==> src/rtl/hamming_secded_decoder.sv <==
// Two-stage pipelined extended-Hamming (SECDED) decoder with valid/ready streaming and saturating error counters.
// Optional out_syndrome port ({q, s}) is enabled by defining HAMMING_SYND_OUT_EN.
module hamming_secded_decoder #(
    parameter int unsigned P_BITS    = 3,
    parameter int unsigned CNT_WIDTH = 16,
    localparam int unsigned N        = (2 ** P_BITS) - 1,
    localparam int unsigned CW       = N + 1,
    localparam int unsigned K        = N - P_BITS
) (
    input  logic                 clk,
    input  logic                 rst_n,
    input  logic                 in_valid,
    output logic                 in_ready,
    input  logic [CW-1:0]        in_code,
    output logic                 out_valid,
    input  logic                 out_ready,
    output logic [K-1:0]         out_data,
    output logic                 out_corrected,
    output logic                 out_dbl_err,
`ifdef HAMMING_SYND_OUT_EN
    output logic [P_BITS:0]      out_syndrome,
`endif
    input  logic                 clr_cnt,
    output logic [CNT_WIDTH-1:0] corr_cnt,
    output logic [CNT_WIDTH-1:0] dbl_cnt
);

    // Syndrome equals the XOR of the indices of all set bits in positions 1..N.
    function automatic logic [P_BITS-1:0] calc_syn(input logic [CW-1:0] c);
        logic [P_BITS-1:0] s;
        s = '0;
        for (int j = 1; j <= int'(N); j++) begin
            if (((c >> j) & CW'(1)) != '0) begin
                s = s ^ P_BITS'(j);
            end
        end
        return s;
    endfunction

    // Data bits live at the non-power-of-two positions from 3 upward, data[0] first.
    function automatic logic [K-1:0] extract(input logic [CW-1:0] c);
        logic [K-1:0] d;
        int           idx;
        d   = '0;
        idx = 0;
        for (int j = 3; j <= int'(N); j++) begin
            if ((j & (j - 1)) != 0) begin
                d   = d | (K'(|((c >> j) & CW'(1))) << idx);
                idx = idx + 1;
            end
        end
        return d;
    endfunction

    logic                s1_valid;
    logic [CW-1:0]       s1_code;
    logic [P_BITS-1:0]   s1_syn;
    logic                s1_q;

    logic                adv_c;
    logic [CW-1:0]       fix_code_c;
    logic                corr_c;
    logic                dbl_c;
    logic                out_fire_c;

    assign adv_c      = !out_valid || out_ready;
    assign in_ready   = !s1_valid || adv_c;
    assign out_fire_c = out_valid && out_ready;

    // Stage 1: syndrome and overall parity, raw codeword carried along.
    always_ff @(posedge clk or negedge rst_n) begin
        if (!rst_n) begin
            s1_valid <= 1'b0;
            s1_code  <= '0;
            s1_syn   <= '0;
            s1_q     <= 1'b0;
        end else if (in_ready) begin
            s1_valid <= in_valid;
            if (in_valid) begin
                s1_code <= in_code;
                s1_syn  <= calc_syn(in_code);
                s1_q    <= ^in_code;
            end
        end
    end

    // Classification and single-bit correction.
    always_comb begin
        fix_code_c = s1_code;
        corr_c     = 1'b0;
        dbl_c      = 1'b0;
        if (s1_q) begin
            corr_c = 1'b1;
            if (s1_syn != '0) begin
                fix_code_c = s1_code ^ (CW'(1) << s1_syn);
            end
        end else if (s1_syn != '0) begin
            dbl_c = 1'b1;
        end
    end

    // Stage 2: registered outputs, held while the consumer stalls.
    always_ff @(posedge clk or negedge rst_n) begin
        if (!rst_n) begin
            out_valid     <= 1'b0;
            out_data      <= '0;
            out_corrected <= 1'b0;
            out_dbl_err   <= 1'b0;
        end else if (adv_c) begin
            out_valid <= s1_valid;
            if (s1_valid) begin
                out_data      <= extract(fix_code_c);
                out_corrected <= corr_c;
                out_dbl_err   <= dbl_c;
            end
        end
    end

`ifdef HAMMING_SYND_OUT_EN
    always_ff @(posedge clk or negedge rst_n) begin
        if (!rst_n) begin
            out_syndrome <= '0;
        end else if (adv_c && s1_valid) begin
            out_syndrome <= {s1_q, s1_syn};
        end
    end
`endif

    // Saturating statistics on delivered words; clear has priority.
    always_ff @(posedge clk or negedge rst_n) begin
        if (!rst_n) begin
            corr_cnt <= '0;
            dbl_cnt  <= '0;
        end else if (clr_cnt) begin
            corr_cnt <= '0;
            dbl_cnt  <= '0;
        end else if (out_fire_c) begin
            if (out_corrected && (corr_cnt != '1)) begin
                corr_cnt <= corr_cnt + CNT_WIDTH'(1);
            end
            if (out_dbl_err && (dbl_cnt != '1)) begin
                dbl_cnt <= dbl_cnt + CNT_WIDTH'(1);
            end
        end
    end

endmodule

==> config.mk <==
export PLATFORM = sky130hd
export DESIGN_NAME = hamming_secded_decoder
export DESIGN_NICKNAME = d
export VERILOG_FILES = /design/src/rtl/hamming_secded_decoder.sv
export SDC_FILE = /design/constraint.sdc
export NUM_CORES = 1
export LEC_CHECK = 0
export ABC_CLOCK_PERIOD_IN_PS = 2300
export BUFFER_PORTS_ARGS = -buffer_cell sky130_fd_sc_hd__buf_4
export CAP_MARGIN = 25
export CORE_UTILIZATION = 50
export DETAILED_ROUTE_END_ITERATION = 7
export PLACE_DENSITY = 0.74
export SYNTH_ARGS = -nofsm -noshare
export SYNTH_HDL_FRONTEND = slang
export SYNTH_SLANG_ARGS = --single-unit
==> constraint.sdc <==
create_clock -name clk -period 2.3 [get_ports clk]
set_clock_uncertainty 0.05 [all_clocks]
set_input_delay 0 -clock clk [delete_from_list [all_inputs] [get_ports clk]]
set_output_delay 0 -clock clk [all_outputs]
set_load 0.02 [all_outputs]
==> results.md <==
* Outcome: complete, but fails checks
* Failing checks: design-rule violations
* CTS max path bufs at 2
* Sink Count at 48
* Clk Tree Root Cell: clkbuf_8
* Worst EP arrival at about 2200 ps
* Setup Buffers After CTS at 0
* Buffers on Ports at 52
* Unrepaired setup endpoints after global routing: false
* Ys async rst share at 100%
* First-pass GRT wire length at about 9000 um
* Crit path required time at between 2000 and 2500 ps
* Critical path endpoint category: flop
* Final ANT Viol Nets at 0
* Ports at 53
* Synth Cell Area at about 2600 um2
* Cell taking the most area after synthesis: dfrtp_1
* Synth cell types at between 40 and 50
* Residual DRC count at 1
* Setup TNS Final at 0 ps
* Clock latency on the worst-skew pair at 300 ps
* Syn_area_per_cell at slightly above 10 um2
* #FFs+latches synth at 48
* Initial Util at about half
* CTS tree: done
* Worst-path fanout max at 13
* Fmax at 484 MHz
* Worst path max stage delay at 450 ps
* Initial antenna violation count at 0
* CTS buffer count at 5
* Tcrit/Tclk final at around 90%
* Peak VDD IR at 383 uV
* Warnings, synthesis at 0
* Top post-synthesis cells by area: dfrtp_1 (45%), o31ai_1 (5.7%), or4_1 (5.4%), a21oi_1 (4.2%), nand2_1 (3.0%)
* Lkg Pwr at between 1 and 1.5 nW
* Area share of the largest cell type after synthesis at between 40% and 50%
* Worst slew pin tran at 586 ps
* Hold WC Path Type: primary input to flop
* Post-synth EDFFs at 0
* Final total power at between 1.5 and 2 mW
* Wire per inst at 14.2 um
* Most frequent cell after synthesis: dfrtp_1
* Synth cell count leaders: dfrtp_1 (48), a21oi_1 (22), nand2_1 (21)
* P&R area growth vs syn at 22.8%
* Share of layout cells above drive strength 1 at about a quarter
* HPWL after DPL at between 3000 and 4000 um
* Fin area at between 3000 and 4000 um2
* Number of max-cap violations at 0
* Via count at ~2,300
* Placed cell areas at about 3000 um2
* Critical-path top delay cell: dfrtp_1
* GRT Resource Usage Total at 21.3%
* Iter 0 DRT Violations at 123
* Vias per inst at 5.90
* Number of global-route vias before repair at 2,009
* Main flop type after synthesis: dfrtp_1
* First-pass detailed-route iteration total at 6
* Core Rows at 26
* Routed WL at between 5000 and 6000 um
* Post-synthesis net count at between 200 and 300
* Slew Viols, Final at 0
* Power Density at ~600 nW/um2
* Final Non-Filler Cells at a little under 400
* Fill count at around 430
* Clk slew on worst S/H paths at around 90 ps
* Remaining Overflow, GRT at 0
* Min cycle time layout at 2060 ps
* Die height at between 70 and 80 um
* Setup-failing EPs final at 0
* Placer Congestion at a little over 0.8
* Pin count of the biggest net entering global routing at between 40 and 50
* Die width at 74.8 um
* Nets at around 340
* Critical path cell sequence: and3_2 -> nand4_1 -> nor4b_1 -> mux2_1
* Register area share after synthesis at between 40% and 50%
* CP Launch Type: flop
* Final Hold Violating Endpoints at 0
* Placed cells at approximately 380
* CP Class: flop to flop
* Area of the core at about 5000 um2
* Slew HR at 60.6%
* Antenna Cells at 0
* Die area at roughly 5600 um2
* Cell count after synthesis at ~260
* H-tree depth at 2
[worst paths after layout]
path	startpoint	endpoint	slack, ps	depth (start not counted)
worst min register to register	out_data[2]$_DFFE_PN0P_	out_data[2]$_DFFE_PN0P_	440	2
min in group asynchronous	rst_n	dbl_cnt[11]$_DFFE_PN0P_	210	2
max in group asynchronous	rst_n	out_data[0]$_DFFE_PN0P_	1590	2
worst max-delay path	out_valid$_DFFE_PN0P_	corr_cnt[15]$_DFFE_PN0P_	240	4
worst min-delay path	in_code[1]	s1_syn[0]$_DFFE_PN0P_	30	4
worst max register to register	out_valid$_DFFE_PN0P_	corr_cnt[15]$_DFFE_PN0P_	240	4
[repair_timing]
item,4_1_cts,5_1_grt
hold buffers,7,0
endpoints found under the hold margin,54,0
gates resized for setup,0,0
[per-stage QoR]
step	setup WS [ps]	utilization [%]	hold slack, ps
detailed placement	287	60.1	7.20
floorplan	358	-	-346
CTS	270	63.7	26.8
finish	235	63.7	31.4
global route	82.0	63.7	62.2
global placement	355	60.1	6.99
[power breakdown]
group          switching, mW  total (mW)  internal, mW
clock network          0.288       0.610         0.322
logic                  0.207       0.381         0.174
registers             0.0824        1.00         0.921
total                  0.577        1.99          1.42
[cell usage in the layout, fill, tap and decap left out, types with 3 or more instances in the layout]
master          n
or3_1           7
inv_1           5
nor3_1          4
nand2b_1        3
xnor2_1         9
clkbuf_8        5
o21ai_0        12
nand3_1        14
nand2_1        21
o21ai_1         3
dlygate4sd3_1   7
nand4_1         8
nand4_2         3
a21oi_2         5
and3_1          6
or4_1          19
and4_1          3
dfrtp_1        48
mux2_2          6
buf_4          55
nand4b_1        3
o31ai_1        20
xor2_1          6
a21oi_1        22
[metal layers]
layer | global-route usage, % | share of wire, %
met3 | 4.42 | 4.6
met4 | 5.24 | 0.65
met5 | 0 | 0
met1 | 28.2 | 46
met2 | 35.8 | 49
[cell families after synthesis]
group | after synthesis | synth area share [%]
xor gates and xnor gates | 15 | 4.96
muxes | 8 | 3.35
AOI/OAI and AO/OA | 66 | 15.6
adders and majority gates | 2 | 0.945
buffers and inverters | 17 | 3.64
DFF | 48 | 45.3
and+or+nand+nor | 107 | 26.2
[critical path, delay by kind of cell (launching register included)]
kind          cells  cell delay, ps
mux               1             350
simple gates      3            1110
flops             1             450
[layout make-up]
type	instances	area (um2)	area share [%]
Multi-Input combinational cell	198	1350	41.5
Sequential cell	48	1200	36.9
Timing Repair Buffer	62	483	14.8
Tap cell	70	87.6	2.69
Clock buffer	5	68.8	2.12
Clock inverter	3	42.5	1.31
Inverter	5	18.8	0.577
[sequential cells by signal, summed over array words and instances, names as in the netlist]
name / count
corr_cnt: 16
dbl_cnt: 16
out_data: 4
s1_code: 4
s1_syn: 3
out_corrected: 1
out_dbl_err: 1
out_valid: 1
s1_q: 1
s1_valid: 1
(Power assumes the default switching activity.)
